[config.mk]
export PLATFORM = sky130hd
export DESIGN_NAME = add_roundkey_seq
export DESIGN_NICKNAME = d
export VERILOG_FILES = /design/src/rtl/aes_pkg.sv /design/src/rtl/ark_slice_xor.sv /design/src/rtl/add_roundkey_seq.sv
export SDC_FILE = /design/constraint.sdc
export NUM_CORES = 1
export LEC_CHECK = 0
export CAP_MARGIN = 40
export CORE_ASPECT_RATIO = 2
export CORE_MARGIN = 5
export CORE_UTILIZATION = 50
export CTS_BUF_LIST = sky130_fd_sc_hd__clkbuf_4
export CTS_CLUSTER_DIAMETER = 200
export DETAILED_ROUTE_END_ITERATION = 6
export GPL_TIMING_DRIVEN = 0
export PLACE_DENSITY_LB_ADDON = 0.12
export SYNTH_ARGS = -nofsm -noshare
export SYNTH_HDL_FRONTEND = slang
export SYNTH_HIERARCHICAL = 1
export SYNTH_SLANG_ARGS = --single-unit
[constraint.sdc]
create_clock -name clk -period 3.2 [get_ports clk]
set_clock_uncertainty 0.15 [all_clocks]
set_input_delay 0.48 -clock clk [delete_from_list [all_inputs] [get_ports clk]]
set_output_delay 0.48 -clock clk [all_outputs]
set_load 0.03 [all_outputs]
[src/rtl/aes_pkg.sv]
// Shared AES definitions: AddRoundKey FSM state encoding, block width and
// FIPS-197 reference vectors.
package aes_pkg;

    localparam int unsigned AES_BLOCK_W = 128;

    typedef enum logic [1:0] {
        IDLE = 2'd0,
        XOR  = 2'd1,
        DONE = 2'd2
    } ark_state_t;

    // FIPS-197 Appendix B: input block, cipher key, state after initial AddRoundKey
    localparam logic [AES_BLOCK_W-1:0] FIPS_B_PT  = 128'h3243f6a8885a308d313198a2e0370734;
    localparam logic [AES_BLOCK_W-1:0] FIPS_B_KEY = 128'h2b7e151628aed2a6abf7158809cf4f3c;
    localparam logic [AES_BLOCK_W-1:0] FIPS_B_ARK = 128'h193de3bea0f4e22b9ac68d2ae9f84808;

    // FIPS-197 Appendix C.1: input block, cipher key, state after initial AddRoundKey
    localparam logic [AES_BLOCK_W-1:0] FIPS_C_PT  = 128'h00112233445566778899aabbccddeeff;
    localparam logic [AES_BLOCK_W-1:0] FIPS_C_KEY = 128'h000102030405060708090a0b0c0d0e0f;
    localparam logic [AES_BLOCK_W-1:0] FIPS_C_ARK = 128'h00102030405060708090a0b0c0d0e0f0;

endpackage

[src/rtl/ark_slice_xor.sv]
// One SLICE_W-bit slice of AddRoundKey: state slice XOR key slice.
module ark_slice_xor #(
    parameter int unsigned SLICE_W = 32
) (
    input  logic [SLICE_W-1:0] i_state,
    input  logic [SLICE_W-1:0] i_key,
    output logic [SLICE_W-1:0] o_state
);

    assign o_state = i_state ^ i_key;

endmodule

[src/rtl/add_roundkey_seq.sv]
// Sequential AddRoundKey engine: captures a block, key and round tag, XORs one
// SLICE_W-bit slice per cycle (slice 0 = most significant) and returns the
// result over a valid/ready handshake.
// Optional feature: define ADD_RK_BYPASS_EN to add bypass_in, which skips the
// XOR phase and returns the captured block and tag unchanged.
module add_roundkey_seq
    import aes_pkg::*;
#(
    parameter int unsigned BLOCK_W = 128,
    parameter int unsigned SLICE_W = 32,
    parameter int unsigned ROUND_W = 4
) (
    input  logic               clk,
    input  logic               rst,
    input  logic               in_valid,
    output logic               in_ready,
    input  logic [BLOCK_W-1:0] data_in,
    input  logic [BLOCK_W-1:0] key_in,
    input  logic [ROUND_W-1:0] round_in,
`ifdef ADD_RK_BYPASS_EN
    input  logic               bypass_in,
`endif
    output logic               out_valid,
    input  logic               out_ready,
    output logic [BLOCK_W-1:0] data_out,
    output logic [ROUND_W-1:0] round_out,
    output logic               busy
);

    localparam int unsigned NS    = BLOCK_W / SLICE_W;
    localparam int unsigned CNT_W = (NS > 1) ? $clog2(NS) : 1;

    ark_state_t         r_state;
    ark_state_t         w_next;
    logic [BLOCK_W-1:0] r_data;
    logic [BLOCK_W-1:0] r_key;
    logic [BLOCK_W-1:0] r_dout;
    logic [ROUND_W-1:0] r_round;
    logic [ROUND_W-1:0] r_rout;
    logic [CNT_W-1:0]   r_cnt;
    logic               r_in_ready;
    logic               r_out_valid;
    logic               r_busy;

    logic               w_bypass;
    logic               w_last;
    logic [SLICE_W-1:0] w_data_slice;
    logic [SLICE_W-1:0] w_key_slice;
    logic [SLICE_W-1:0] w_xor_slice;
    logic [BLOCK_W-1:0] w_data_upd;

`ifdef ADD_RK_BYPASS_EN
    assign w_bypass = bypass_in;
`else
    assign w_bypass = 1'b0;
`endif

    assign w_last = (r_cnt == CNT_W'(NS - 1));

    // Next-state logic for the IDLE -> XOR -> DONE block cycle
    always_comb begin
        w_next = r_state;
        case (r_state)
            IDLE:    if (in_valid) w_next = w_bypass ? DONE : XOR;
            XOR:     if (w_last) w_next = DONE;
            DONE:    if (out_ready) w_next = IDLE;
            default: w_next = IDLE;
        endcase
    end

    // State register
    always_ff @(posedge clk) begin
        if (rst) r_state <= IDLE;
        else     r_state <= w_next;
    end

    // Handshake/status flags registered from the next state so no output is combinational
    always_ff @(posedge clk) begin
        if (rst) begin
            r_in_ready  <= 1'b1;
            r_out_valid <= 1'b0;
            r_busy      <= 1'b0;
        end else begin
            r_in_ready  <= (w_next == IDLE);
            r_out_valid <= (w_next == DONE);
            r_busy      <= (w_next != IDLE);
        end
    end

    // Select the slice addressed by the counter (slice 0 is the MS slice)
    always_comb begin
        w_data_slice = '0;
        w_key_slice  = '0;
        for (int unsigned k = 0; k < NS; k++) begin
            if (r_cnt == CNT_W'(k)) begin
                w_data_slice = r_data[BLOCK_W-1-k*SLICE_W -: SLICE_W];
                w_key_slice  = r_key[BLOCK_W-1-k*SLICE_W -: SLICE_W];
            end
        end
    end

    ark_slice_xor #(
        .SLICE_W(SLICE_W)
    ) u_slice_xor (
        .i_state(w_data_slice),
        .i_key  (w_key_slice),
        .o_state(w_xor_slice)
    );

    // Write the XORed slice back into its position in the state block
    always_comb begin
        w_data_upd = r_data;
        for (int unsigned k = 0; k < NS; k++) begin
            if (r_cnt == CNT_W'(k)) begin
                w_data_upd[BLOCK_W-1-k*SLICE_W -: SLICE_W] = w_xor_slice;
            end
        end
    end

    // Datapath: capture, per-slice update, and result registers that only change on a new result
    always_ff @(posedge clk) begin
        if (rst) begin
            r_data  <= '0;
            r_key   <= '0;
            r_round <= '0;
            r_cnt   <= '0;
            r_dout  <= '0;
            r_rout  <= '0;
        end else begin
            case (r_state)
                IDLE: begin
                    if (in_valid) begin
                        r_data  <= data_in;
                        r_key   <= key_in;
                        r_round <= round_in;
                        r_cnt   <= '0;
                        if (w_bypass) begin
                            r_dout <= data_in;
                            r_rout <= round_in;
                        end
                    end
                end
                XOR: begin
                    r_data <= w_data_upd;
                    r_cnt  <= r_cnt + CNT_W'(1);
                    if (w_last) begin
                        r_dout <= w_data_upd;
                        r_rout <= r_round;
                    end
                end
                default: ;
            endcase
        end
    end

    assign in_ready  = r_in_ready;
    assign out_valid = r_out_valid;
    assign busy      = r_busy;
    assign data_out  = r_dout;
    assign round_out = r_rout;

endmodule
==> results of run 1 <==
-- power by group through the flow --
stage	Sequential, mW	Clock (mW)	Combinational (mW)
after floorplan	5.43	0	1.38
after global placement	5.50	0	2.65
after detailed placement	5.51	0	2.83
after CTS	5.40	4.23	3.05
after global routing	5.42	4.47	3.35
final	5.42	4.27	3.29
-- synthesized netlist by cell type --
cell and instances:
a211oi_1 59, a21o_1 1, a21oi_1 407, a21oi_4 1, a221oi_1 19, a22o_1 80, a22oi_1 25, a32o_1 92
and3b_1 1, buf_1 11, buf_2 83, buf_4 19, buf_6 19, clkbuf_1 86, clkbuf_2 1, dfxtp_1 399
ha_1 4, inv_1 66, inv_2 1, mux2_2 92, mux2_4 1, mux2i_1 4, nand2_1 508, nand2b_1 5
nand3_1 16, nand3b_1 1, nor2_1 57, nor2b_1 2, nor3_1 16, nor3b_2 1, o21ai_0 80, o21ba_2 1
o21bai_2 1, o22ai_1 24, or3_1 1, or3b_1 1, xor2_1 32
-- final timing paths --
| path | to | depth (start not counted) | startpoint | slack [ps] |
|---|---|---|---|---|
| setup / recovery | r_data[70]$_SDFFE_PP0P_ | 12 | r_cnt[0]$_SDFFE_PP0P_ | -20 |
| hold / removal | r_key[116]$_SDFFE_PP0P_ | 3 | key_in[116] | 10 |
| setup reg to reg | r_data[70]$_SDFFE_PP0P_ | 12 | r_cnt[0]$_SDFFE_PP0P_ | -20 |
| hold reg to reg | round_out[3]$_SDFFE_PP0P_ | 2 | r_round[3]$_SDFFE_PP0P_ | 290 |
-- stage by stage --
stage,power [mW],hold slack (ps),setup WS [ps],area [µm²],utilization
3_3_place_gp,8.15,292,-1190,22800,0.627
3_5_place_dp,8.34,297,-865,23000,0.634
5_1_grt,13.2,9.99,0.706,25200,0.695
4_1_cts,12.7,0.253,1.00,25000,0.689
2_1_floorplan,6.81,282,695,18200,-
6_report,13.0,13.6,-24.8,25200,0.695
-- flip-flops by register name, indices dropped and copies added, names as in the netlist --
signal and cells:
busy 1, data_out 128, in_ready 1, out_valid 1
r_cnt 2, r_data 128, r_key 128, r_round 4
r_state 2, round_out 4
-- cell families (layout without fill, tap and decap cells) --
logic type      after synthesis  in the layout
compound gates              790            790
xor+xnor                     32             32
fa+ha+maj                     4              4
buf+inv                     286            915
flops                       399            399
mux                          97             97
other cells                   0              5
simple gates                609            609
-- worst min-delay path: stages --
cell and delay, ps:
clkdlybuf4s50_1 410, nand2_1 60, a21oi_1 50
-- cell type report --
| cell class | instances | area [µm²] | share of cell area |
|---|---|---|---|
| plain buffers | 219 | 1220 | 0.0484 |
| diodes | 5 | 12.5 | 0.000496 |
| clock buffers | 134 | 1010 | 0.0399 |
| flip-flops and latches | 399 | 7990 | 0.317 |
| well taps | 454 | 568 | 0.0225 |
| multi-input cells | 1532 | 9460 | 0.375 |
| inverters | 67 | 251 | 0.00997 |
| clock inverters | 33 | 173 | 0.00685 |
| repair buffers | 462 | 4550 | 0.180 |
-- routing by layer --
| metal | GRT usage | vias up | routed length [µm] |
|---|---|---|---|
| li1 | - | 8949 | - |
| met1 | 0.390 | 9457 | 27500 |
| met2 | 0.759 | 1409 | 45300 |
| met3 | 0.0931 | 532 | 7490 |
| met4 | 0.422 | 4 | 11500 |
| met5 | 0 | - | 29 |
-- repair_timing --
| action | in CTS | in global routing |
|---|---|---|
| pin swaps | 7 | 10 |
| gates resized for setup | 115 | 44 |
| setup buffers | 7 | 11 |
| hold endpoints to repair | 17 | 0 |
| hold buffers | 17 | 0 |
| gates cloned | 0 | 0 |
| setup endpoints to repair | 256 | 70 |
==> metrics.txt, run 1 <==
synth unique cells 37; Synth Area in Adders 0.00275; Post-Place Cells 3,098; worst path required time roughly 3800 ps; Yosys top cell area share 0.438; most frequent cells in the layout 508 x nand2_1, 397 x dfxtp_1, 397 x clkdlybuf4s50_1; Mapped Nets ~2,500; maximum fanout along the worst path 10; Ys Warns 6; Post-Synth Simple-Gate Area 0.130; final setup violation count 3; vias in the first global route slightly above 20,000; Sequential Power Share 0.417; critical path launch point type flop; Initial Utilization 0.502; global placement routability congestion ~1.1; failing checks negative setup slack; Worst path max stage delay 400 ps; CTS buffer count 93; Seq cells post-synth approximately 400; Die Height around 280 µm; row count ~100; synthesis-to-finish area growth 38.4%; first drt pass iteration count 6; Synth area leader dfxtp_1; 1st-iter DRT viols around 1,700; Overall Global Routing Usage 0.427; WL per Instance approximately 28 µm; setup TNS -40.7 ps; die width about 140 µm; Core Area 36,300 µm²; Switching Fraction 0.343; peak supply drop 0.000353 V; commonest non-fill, non-tap cell in the layout nand2_1; Clk network pwr share 0.329; status finished with violations; setup slack after layout -24.8 ps; Crit path top cell by count buf_6; top post-synthesis cells by area dfxtp_1 44%, a21oi_1 11%, nand2_1 10%; register area share after synthesis 0.438; Fmax 310 MHz; post-synthesis xor/xnor area fraction 0.0154; Post-Syn Area per Cell between 8 and 9 µm²; clk root buf clkbuf_4; CTS tree done; crit path kind flop to flop; final hold viol count 0; slowest CP cell dfxtp_2; Max Transition Viols Final 0; sw power around 4.5 mW; crit end category flop; Arr. time, crit path 3800 ps; Tcrit/Tclk final 1.01; share of cells above drive strength 1 0.178; DP Wirelength roughly 72,000 µm; # fillers 2,929; nets 3,042; critical path buffer and inverter count 5; total grt overflow 0; Least-Margin Pin Slew roughly 800 ps; H-tree levels 3; power density over the cells 515 nW/µm²; Worst path top cell family by delay buffers and inverters; Int Power between 8 and 9 mW; Antenna Nets Post-Route 0; worst skew pair latency around 900 ps; Final Non-Filler Cells approximately 3,300; Mapped Area 18,200 µm²; Mapped Cells ~2,200; via count just over 20,000; total of max-cap violations 0; IO Pins 399; clock-pin slew on the worst setup and hold paths ~80 ps; Synth Area in Compound Gates 0.277; Avg Vias per Cell about 6.2; Buffers on Ports slightly below 400; Static Leakage 9.48 nW; clk sink count roughly 400; drt total wl about 92,000 µm; die footprint between 40,000 and 50,000 µm²; initial antenna violation count 5; RSZ-0062 raised after global routing no; largest net degree at the start of global routing 15; worst hold-check path type primary input to flop; Logic pwr share 0.254; worst path cell trace inv_1, ha_1, buf_2, buf_6, clkbuf_2, a21oi_2, a22o_1, xor2_4, buf_6, mux2_2, nand2_1, a21oi_1; post-route minimum period roughly 3200 ps; mux cell area share after synthesis 0.0599; Max Buffers Root-to-Sink 3; DRC viols 0; first-pass GRT wire length around 130,000 µm; Relative slew margins 0.462; largest family of logic cells by synthesized area compound AO/OA/AOI/OAI gates
Power figures use the tool's default switching activity.
==> run 2, diff against run 1 <==
--- a/config.mk
+++ b/config.mk
@@ -5,7 +5,6 @@
 export SDC_FILE = /design/constraint.sdc
 export NUM_CORES = 1
 export LEC_CHECK = 0
-export CAP_MARGIN = 40
 export CORE_ASPECT_RATIO = 2
 export CORE_MARGIN = 5
 export CORE_UTILIZATION = 50
==> run 2 against run 1 <==
Combinational power rose by 10%. Critical endpoint is now data_out[67]$_SDFFE_PP0P_. Core utilization rose by 0.78 points. Largest cell class unchanged. The run ends with design-rule violations, negative setup slack left. Largest power group unchanged. Fmax fell by 0.38%. Highest routed layer unchanged. Hold slack improved by 4.4 ps.
==> metrics.txt, run 2 (synthesis gave the netlist of run 1 again) <==
clock-pin slew on the worst setup and hold paths approximately 80 ps; most frequent cells in the layout 508 x nand2_1, 397 x dfxtp_1, 397 x clkdlybuf4s50_1; Power, Total 13.2 mW; Avg Vias per Cell 6.19; Hold Path End r_key[61]$_SDFFE_PP0P_; commonest non-fill, non-tap cell in the layout nand2_1; status finished with violations; power density over the cells around 520 nW/µm²; # fillers 2,936; total grt overflow 0; synthesis-to-finish area growth 40.0%; Antenna Nets Post-Route 0; Tcrit/Tclk final 1.01; hold depth 3; Arr. time, crit path between 3000 and 4000 ps; crit end category flop; CTS buffer count 90; Buffers on Ports 397; critical path launch point r_cnt[0]$_SDFFE_PP0P_; pre-CTS setup slack -1220 ps; initial antenna violation count 8; Worst path top cell family by delay buffers and inverters; vias in the first global route 20,900; Core Area around 36,000 µm²; Post-Place Cells 3,068; Max Transition Viols Final 0; reg2reg end data_out[67]$_SDFFE_PP0P_; first drt pass iteration count 7; via count 20,400; Die Height ~280 µm; H-tree levels 3; Worst path max stage delay roughly 400 ps; Max Buffers Root-to-Sink 3; IO Pins ~400; die width 145 µm; 1st-iter DRT viols approximately 1,800; worst path required time roughly 3800 ps; slowest CP cell dfxtp_2; Worst Reg-to-Reg Cells 13; peak supply drop 0.000359 V; clk root buf clkbuf_4; critical path buffer and inverter count 6; DRC viols 17; share of cells above drive strength 1 0.186; die footprint ~41,000 µm²; setup slack after layout -37.0 ps; global placement routability congestion between 1 and 1.5; Fmax 309 MHz; largest net degree at the start of global routing 14; worst hold start key_in[61]; CTS tree done; crit path kind flop to flop; row count 99; Least-Margin Pin Slew about 1200 ps; cell area after layout roughly 26,000 µm²; nets ~3,000; WL per Instance 27.8 µm; worst path cell trace inv_1, ha_1, buf_2, buf_6, buf_4, a21oi_2, o21ai_1, a22o_1, xor2_4, buf_12, buf_12, mux2_2, a32o_1; failing checks design-rule violations, negative setup slack; Relative slew margins 0.190; RSZ-0062 raised after global routing yes; final hold viol count 0; drt total wl between 90,000 and 100,000 µm; worst skew pair latency 860 ps; Static Leakage 9.58 nW; clk sink count roughly 400; Crit path top cell by count buf_12; critical path launch point type flop; final setup violation count 2; total of max-cap violations 0; DP Wirelength about 70,000 µm; setup TNS -40.8 ps; Initial Utilization 0.502; Final Non-Filler Cells approximately 3,300; Placement Cell Area approximately 23,000 µm²; Hold WS about 18 ps; startpoint of the worst-slack reg-to-reg timing path r_cnt[0]$_SDFFE_PP0P_; Final Util 0.703; first-pass GRT wire length around 130,000 µm; maximum fanout along the worst path 10; Overall Global Routing Usage 0.428; worst hold-check path type primary input to flop; post-route minimum period 3240 ps; FF-to-FF setup slack -40 ps
[run 2: how the worst max path moves through the flow]
stage                                 to  cells past startpoint  slack [ps]
3_3_place_gp     r_data[44]$_SDFFE_PP0P_                     12       -1190
6_report       data_out[67]$_SDFFE_PP0P_                     13         -40
5_1_grt        data_out[78]$_SDFFE_PP0P_                     12         -20
3_5_place_dp     r_data[44]$_SDFFE_PP0P_                     12       -1220
2_1_floorplan    r_data[42]$_SDFFE_PP0P_                     12         690
4_1_cts        data_out[67]$_SDFFE_PP0P_                     12         0.7
[run 2: power by group]
| group | switching (mW) | internal (mW) | total, mW |
|---|---|---|---|
| sequential | 0.212 | 5.21 | 5.42 |
| clock | 2.17 | 1.98 | 4.15 |
| combinational | 2.08 | 1.54 | 3.62 |
| total | 4.46 | 8.72 | 13.2 |
[run 2: cell type report]
class                      instances  area (µm²)  share of cell area
antenna                            6        15.0            0.000589
timing repair buffer             463        4740               0.186
multi-input combinational       1532        9590               0.376
sequential                       399        7990               0.313
clock inverter                    20        95.1             0.00373
tap                              454         568              0.0223
clock buffer                     139        1040              0.0409
buffer                           219        1210              0.0474
inverter                          67         251             0.00986
[run 2: repair_timing]
action,CTS,global route
pin swaps,10,9
setup endpoints to repair,256,95
gates resized for setup,126,49
buffers inserted,54,12
hold buffers,0,0
[run 2: worst min-delay path, cell delays in order]
cell and delay [ps]:
clkdlybuf4s50_1 390, nand2_1 60, a21oi_1 50
[run 2: metal layers]
layer,GRT usage,part of all wire,vias to the layer above
met1,0.389,0.30,9535
met4,0.425,0.12,4
met2,0.765,0.50,1401
met3,0.0912,0.079,511
met5,0,0.00032,-
li1,-,-,8960
